`config.mk`:
```
export PLATFORM = sky130hd
export DESIGN_NAME = fifo_rd_ctrl
export DESIGN_NICKNAME = d
export VERILOG_FILES = /design/src/rtl/fifo_rd_ctrl.sv
export SDC_FILE = /design/constraint.sdc
export NUM_CORES = 1
export LEC_CHECK = 0
export ABC_CLOCK_PERIOD_IN_PS = 2900
export BUFFER_PORTS_ARGS = -buffer_cell sky130_fd_sc_hd__buf_2
export CORE_ASPECT_RATIO = 1.25
export CORE_MARGIN = 2
export CORE_UTILIZATION = 40
export DETAILED_ROUTE_END_ITERATION = 10
export PLACE_DENSITY = 0.64
export SETUP_SLACK_MARGIN = 0.2
export SYNTH_ARGS = -nofsm -noshare
export SYNTH_HDL_FRONTEND = slang
export SYNTH_SLANG_ARGS = --single-unit
```
`constraint.sdc`:
```
create_clock -name clk -period 2.9 [get_ports clk]
set_input_delay 0.29 -clock clk [delete_from_list [all_inputs] [get_ports clk]]
set_output_delay 0.29 -clock clk [all_outputs]
set_load 0.005 [all_outputs]
```
`src/rtl/fifo_rd_ctrl.sv`:
```
// Read-side pointer and flag controller for the async FIFO.
// Synchronizes the Gray write pointer, advances the read pointer and derives occupancy flags.
module fifo_rd_ctrl #(
    parameter int unsigned ADDR_W   = 4,
    parameter int unsigned AE_LEVEL = 2
) (
    input  logic              clk,
    input  logic              nrst,
    input  logic              rd_en,
    input  logic [ADDR_W:0]   wptr_gray_async,
    output logic [ADDR_W-1:0] raddr,
    output logic [ADDR_W:0]   rptr_gray,
    output logic              empty,
    output logic              almost_empty,
    output logic [ADDR_W:0]   rd_count,
    output logic              rd_valid
);

    localparam int unsigned PW    = ADDR_W + 1;
    localparam int unsigned DEPTH = 1 << ADDR_W;

    if (AE_LEVEL >= DEPTH) begin : g_bad_ae_level
        $error("fifo_rd_ctrl: AE_LEVEL must be below the FIFO depth");
    end

    logic [PW-1:0] wq1;
    logic [PW-1:0] wq2;
    logic [PW-1:0] wbin;
    logic [PW-1:0] rbin;
    logic [PW-1:0] rbin_next;
    logic [PW-1:0] rgray_next;
    logic [PW-1:0] occ_next;
    logic          acc;

    // Two-flop synchronizer for the write pointer; only wq2 is consumed.
    always_ff @(posedge clk or negedge nrst) begin
        if (!nrst) begin
            wq1 <= '0;
            wq2 <= '0;
        end else begin
            wq1 <= wptr_gray_async;
            wq2 <= wq1;
        end
    end

    // Gray-to-binary: each bit is the XOR of all Gray bits at or above it.
    always_comb begin
        wbin = '0;
        for (int i = 0; i < int'(PW); i++) begin
            wbin[i] = ^(wq2 >> i);
        end
    end

    always_comb begin
        acc        = rd_en & ~empty;
        rbin_next  = rbin + PW'(acc);
        rgray_next = rbin_next ^ (rbin_next >> 1);
        occ_next   = wbin - rbin_next;
    end

    // Pointer and flag registers; flags see this cycle's read immediately.
    always_ff @(posedge clk or negedge nrst) begin
        if (!nrst) begin
            rbin         <= '0;
            rptr_gray    <= '0;
            empty        <= 1'b1;
            almost_empty <= 1'b1;
            rd_count     <= '0;
            rd_valid     <= 1'b0;
        end else begin
            rbin         <= rbin_next;
            rptr_gray    <= rgray_next;
            empty        <= (rgray_next == wq2);
            almost_empty <= (occ_next <= PW'(AE_LEVEL));
            rd_count     <= occ_next;
            rd_valid     <= acc;
        end
    end

    assign raddr = rbin[ADDR_W-1:0];

endmodule

```
* Yosys cells after proc, flatten, opt, wreduce, memory -nomap -nowiden
Cells that the tools add are included.
** Storage, ports and cells
- Input port bits :: 8
- Register bits after elaboration :: 28
- Word-level logic and storage cells :: 20
- Output and inout bits :: 17
** Cells by class
- Add/sub/neg operators :: 2
- Equal/unequal tests :: 1
- $lt $le $gt $ge :: 1
- Bitwise operators :: 3
- Reductions and logical operators :: 5
** Operators with widths (number)
- $reduce_xor 5->1 :: 5
- $add 5x1->5 :: 1
- $eq 5x5->1 :: 1
- $le 5x2->1 const B :: 1
- $sub 5x5->5 :: 1
- $xor 5x4->5 :: 1
- $and 1x1->1 :: 1
- $not 1->1 :: 1

* Longest topological paths before layout
- Word-level depth :: 5
- Depth in mapped cells :: 10
- Mapped depth without buffers :: 10

* Least setup slack after synthesis
No wires, ideal clock.
- Kind :: reg2reg
- Start point :: reg empty
- End point :: reg almost_empty
- Clock period less this slack :: 2.467 ns
- Cell stages (with the launch flop) :: 11
- Path slack :: 0.433 ns
- Arrival :: 2.383 ns
- Library setup time :: 0.084 ns
- Buffers on the path :: 1
- Required time :: 2.816 ns
- Path through :: dfstp_2 nor2b_1 ha_1 ha_1 clkbuf_1 xnor2_1 ha_1 a21o_1 a21bo_1 o31ai_2 nor3b_1
** On the way
- Word-level cells in the longest chain between the ends :: 5
** Ends and longest elaborated chain
- start: declaration :: line 13 : output logic empty,
- start signal: assignment :: line 73 : empty <= (rgray_next == wq2);
- $not 1->1 :: line 55 : acc = rd_en & ~empty;
- $and 1x1->1 :: line 55
- named net acc :: line 33 : logic acc;
- $add 5x1->5 :: line 56 : rbin_next = rbin + PW'(acc);
- named net rbin_next[1] :: line 30 : logic [PW-1:0] rbin_next;
- $sub 5x5->5 :: line 58 : occ_next = wbin - rbin_next;
- $le 5x2->1 :: line 74 : almost_empty <= (occ_next <= PW'(AE_LEVEL));
- end signal: assignment :: line 74
- end: declaration :: line 14 : output logic almost_empty,
The timed path passes the listed nets, and every way through them passes these cells.

* Worst setup path in the final report
Ends and elaborated chain as after synthesis.

==> metrics <==
CTS tree built; Skew-Pair Late Insertion Delay 0.31 ns; Setup Buffers After CTS 0; vias per cell 4.69; Synth area leader dfrtp_1; Worst path most repeated cell ha_1; Post-Synth Adder-Cell Area 5.48%; synthesized area per cell 12.8 sq um; Hold Path Sink wq1[1]; warning count from the yosys run 0; syn nets 102; Final Net Count between 100 and 150; r2r worst-path depth 10; Flop pwr share 35.3%; DP HPWL around 1400 um; crit-path cells nor2b_1 > ha_1 > ha_2 > xor2_4 > inv_1 > ha_1 > o21ai_0 > a21bo_1 > o31ai_2 > nor3b_2; Ant. Diodes 0; Startpoint Class register; top cell type's share of synthesized area a little over half; Hold Crit Class in2reg; Post-Syn Area 1140 sq um; final slew viol count 0; Die X-Extent 51.8 um; post-synthesis simple-gate area fraction under 10%; first-pass GRT wire length 3160 um; most numerous cell in the Yosys netlist dfrtp_1; dominant cells by area after synthesis dfrtp_1, xor2_1, xnor2_1; multiplexer area fraction after synthesis 0%; Vias 708; clk buf depth 2; Setup crit end kind register; combinational share of power 55.2%; Initial DRT Pass Iterations 4; setup TNS 0 ns; Mapped Cells ~90; Clock Pin Slew Worst Setup and Hold Paths ~0.14 ns; hold_sp wptr_gray_async[1]; Worst EP required 3.14 ns; Fin. Hold Viols 0; Post-DRT Antenna Nets 0; Placer Congestion 0.738; async set-or-reset flop fraction in the synthesized netlist 100%; Post-synth EDFFs 0; core area 2710 sq um; CP delay by family, top compound AO/OA/AOI/OAI gates; gr usage total 13.2%; setup violators final 0; Critical path buffers and inverters 1; Hold Path Stages 1; VDD IR-drop max just under 0.5 mV; residual DRC count 0; clk root buf clkbuf_4; total leakage power 0.660 nW; Compound-Gate Fraction of Synth Area 5.70%; switching power between 0.0006 and 0.0007 W; Seq/Total Area, Yosys 59.4%; final instance area about 1400 sq um; CP Class reg2reg; DP Area about 1300 sq um; drt initial violations 16; IO Count 25; H-tree levels 1; number of global-route vias before repair between 700 and 800; initial antenna violation count 0; clk_skew a little under 0.004 ns; Internal 0.000966 W; Max stage delay on crit path around 0.56 ns; final WL 1790 um; layout cells sized above 1 31.6%; Post-synth top flop dfrtp_1; Max Freq 0.387 GHz; die footprint 3300 sq um; worst-margin pin slew 0.600 ns; num rows 21; CTS Buf Count 3; Synth cell types 26; critical path peak fanout 6; final worst-path cycle share 89.1%; reg2reg end almost_empty; synthesized flop and latch total 27; largest net degree at the start of global routing 28; GR Overflow Total 0; Synth-to-Final Area Change 19.5%; Clk network pwr share 9.5%; status completed; Tmin final approximately 2.6 ns; RSZ-0062 raised after global routing no; max-cap violations 0; slew margin rel. around three fifths; Critical-path top delay cell dfstp_2; Net Sw Frac between 40% and 50%; initial core utilization a little over two fifths; clk sinks 27; Pwr per Cell Area 1180 nW/um^2; top cells by count, synth dfrtp_1, xor2_1, inv_1; FF-to-FF Start empty; xor and xnor area share after synthesis 18.2%; Die Y 63.8 um; Wirelength per Cell 11.9 um; largest family of logic cells by synthesized area XOR/XNOR gates; WP data arrival 2.82 ns; r2r setup slk 0.32 ns; port bufs 24
[logic make-up after synthesis]
family,count (synthesis)
xor gates and xnor gates,22
buffers and inverters,11
DFF,27
and+or+nand+nor,16
AOI/OAI and AO/OA,8
adders and majority gates,5
[layer usage]
layer / wire length [um] / vias to the layer above / GRT usage (%) / share of wire, %
met2: 1060 / 16 / 23.6 / 59
met5: 0 / - / 0 / 0
li1: - / 346 / - / -
met3: 64 / 2 / 3.27 / 3.6
met1: 648 / 344 / 13.7 / 36
met4: 20 / 0 / 6.91 / 1.1
[state kept, by name, summed over array words and instances, names as in the netlist]
register,count
rbin,5
rd_count,5
wq1,5
wq2,5
rptr_gray,4
almost_empty,1
empty,1
rd_valid,1
[layout by cell type (no fill, tap or decap), drive strengths merged]
cell         instances
dfrtp               25
buf                 24
xor2                13
inv                 10
xnor2                9
ha                   5
nand3                4
nor2                 3
clkbuf               3
nand2                2
dfstp                2
o211ai               1
a21oi                1
nand2b               1
a21o                 1
o21ai                1
a21bo                1
and3                 1
o31ai                1
o41ai                1
or3                  1
a2111oi              1
nor2b                1
nand4b               1
nor4                 1
nor3b                1
clkinv               1
dlygate4sd3          1
[worst reg2reg max path, cell delays in order (launching register included)]
cell and delay, ns:
dfstp_2 0.56, nor2b_1 0.05, ha_1 0.20, ha_2 0.21, xor2_4 0.25, inv_1 0.07
ha_1 0.21, o21ai_0 0.15, a21bo_1 0.26, o31ai_2 0.30, nor3b_2 0.25
[stage by stage]
| stage | utilization, % | hold WS (ns) | cells | worst slack, ns | power, W |
|---|---|---|---|---|---|
| floorplan | - | -0.00559 | 89 | 0.433 | 0.00118 |
| detailed placement | 48.1 | 0.325 | 146 | 0.242 | 0.00144 |
| global route | 50.4 | 0.0371 | 151 | 0.158 | 0.00179 |
| global placement | 48.1 | 0.314 | 146 | 0.366 | 0.00140 |
| CTS | 49.9 | 0.0543 | 151 | 0.220 | 0.00161 |
| finish | 50.4 | 0.0730 | 151 | 0.315 | 0.00161 |
[worst max-delay path by stage]
stage,startpoint,end,slack [ns],cells after the start
after floorplan,empty,almost_empty,0.43,10
after global placement,wq2[3],almost_empty,0.37,10
after detailed placement,empty,almost_empty,0.24,10
after CTS,wq2[3],almost_empty,0.22,10
after global routing,empty,almost_empty,0.16,10
final,empty,almost_empty,0.32,10
[power groups by stage]
stage	clock network (W)	logic, W	registers, W
floorplan	0	0.000592	0.000591
global placement	0	0.000831	0.000571
detailed placement	0	0.000859	0.000577
CTS	0.000165	0.000873	0.000573
global route	0.000182	0.00102	0.000587
finish	0.000153	0.000891	0.000570
[final cells by class]
cell class / count / area (sq um)
clock inverter: 1 / 5.00
sequential: 27 / 678
tap: 34 / 42.5
timing repair buffer: 25 / 130
fill: 257 / 1340
multi-input combinational: 51 / 449
inverter: 10 / 37.5
clock buffer: 3 / 22.5
[what timing repair did]
item / 4_1_cts / 5_1_grt
endpoints found under the hold margin: 25 / 0
pin swaps: 0 / 1
hold buffers: 1 / 0
resized for setup: 1 / 3
setup endpoints to repair: 1 / 2
No activity file was read; power rests on OpenSTA's default activity.
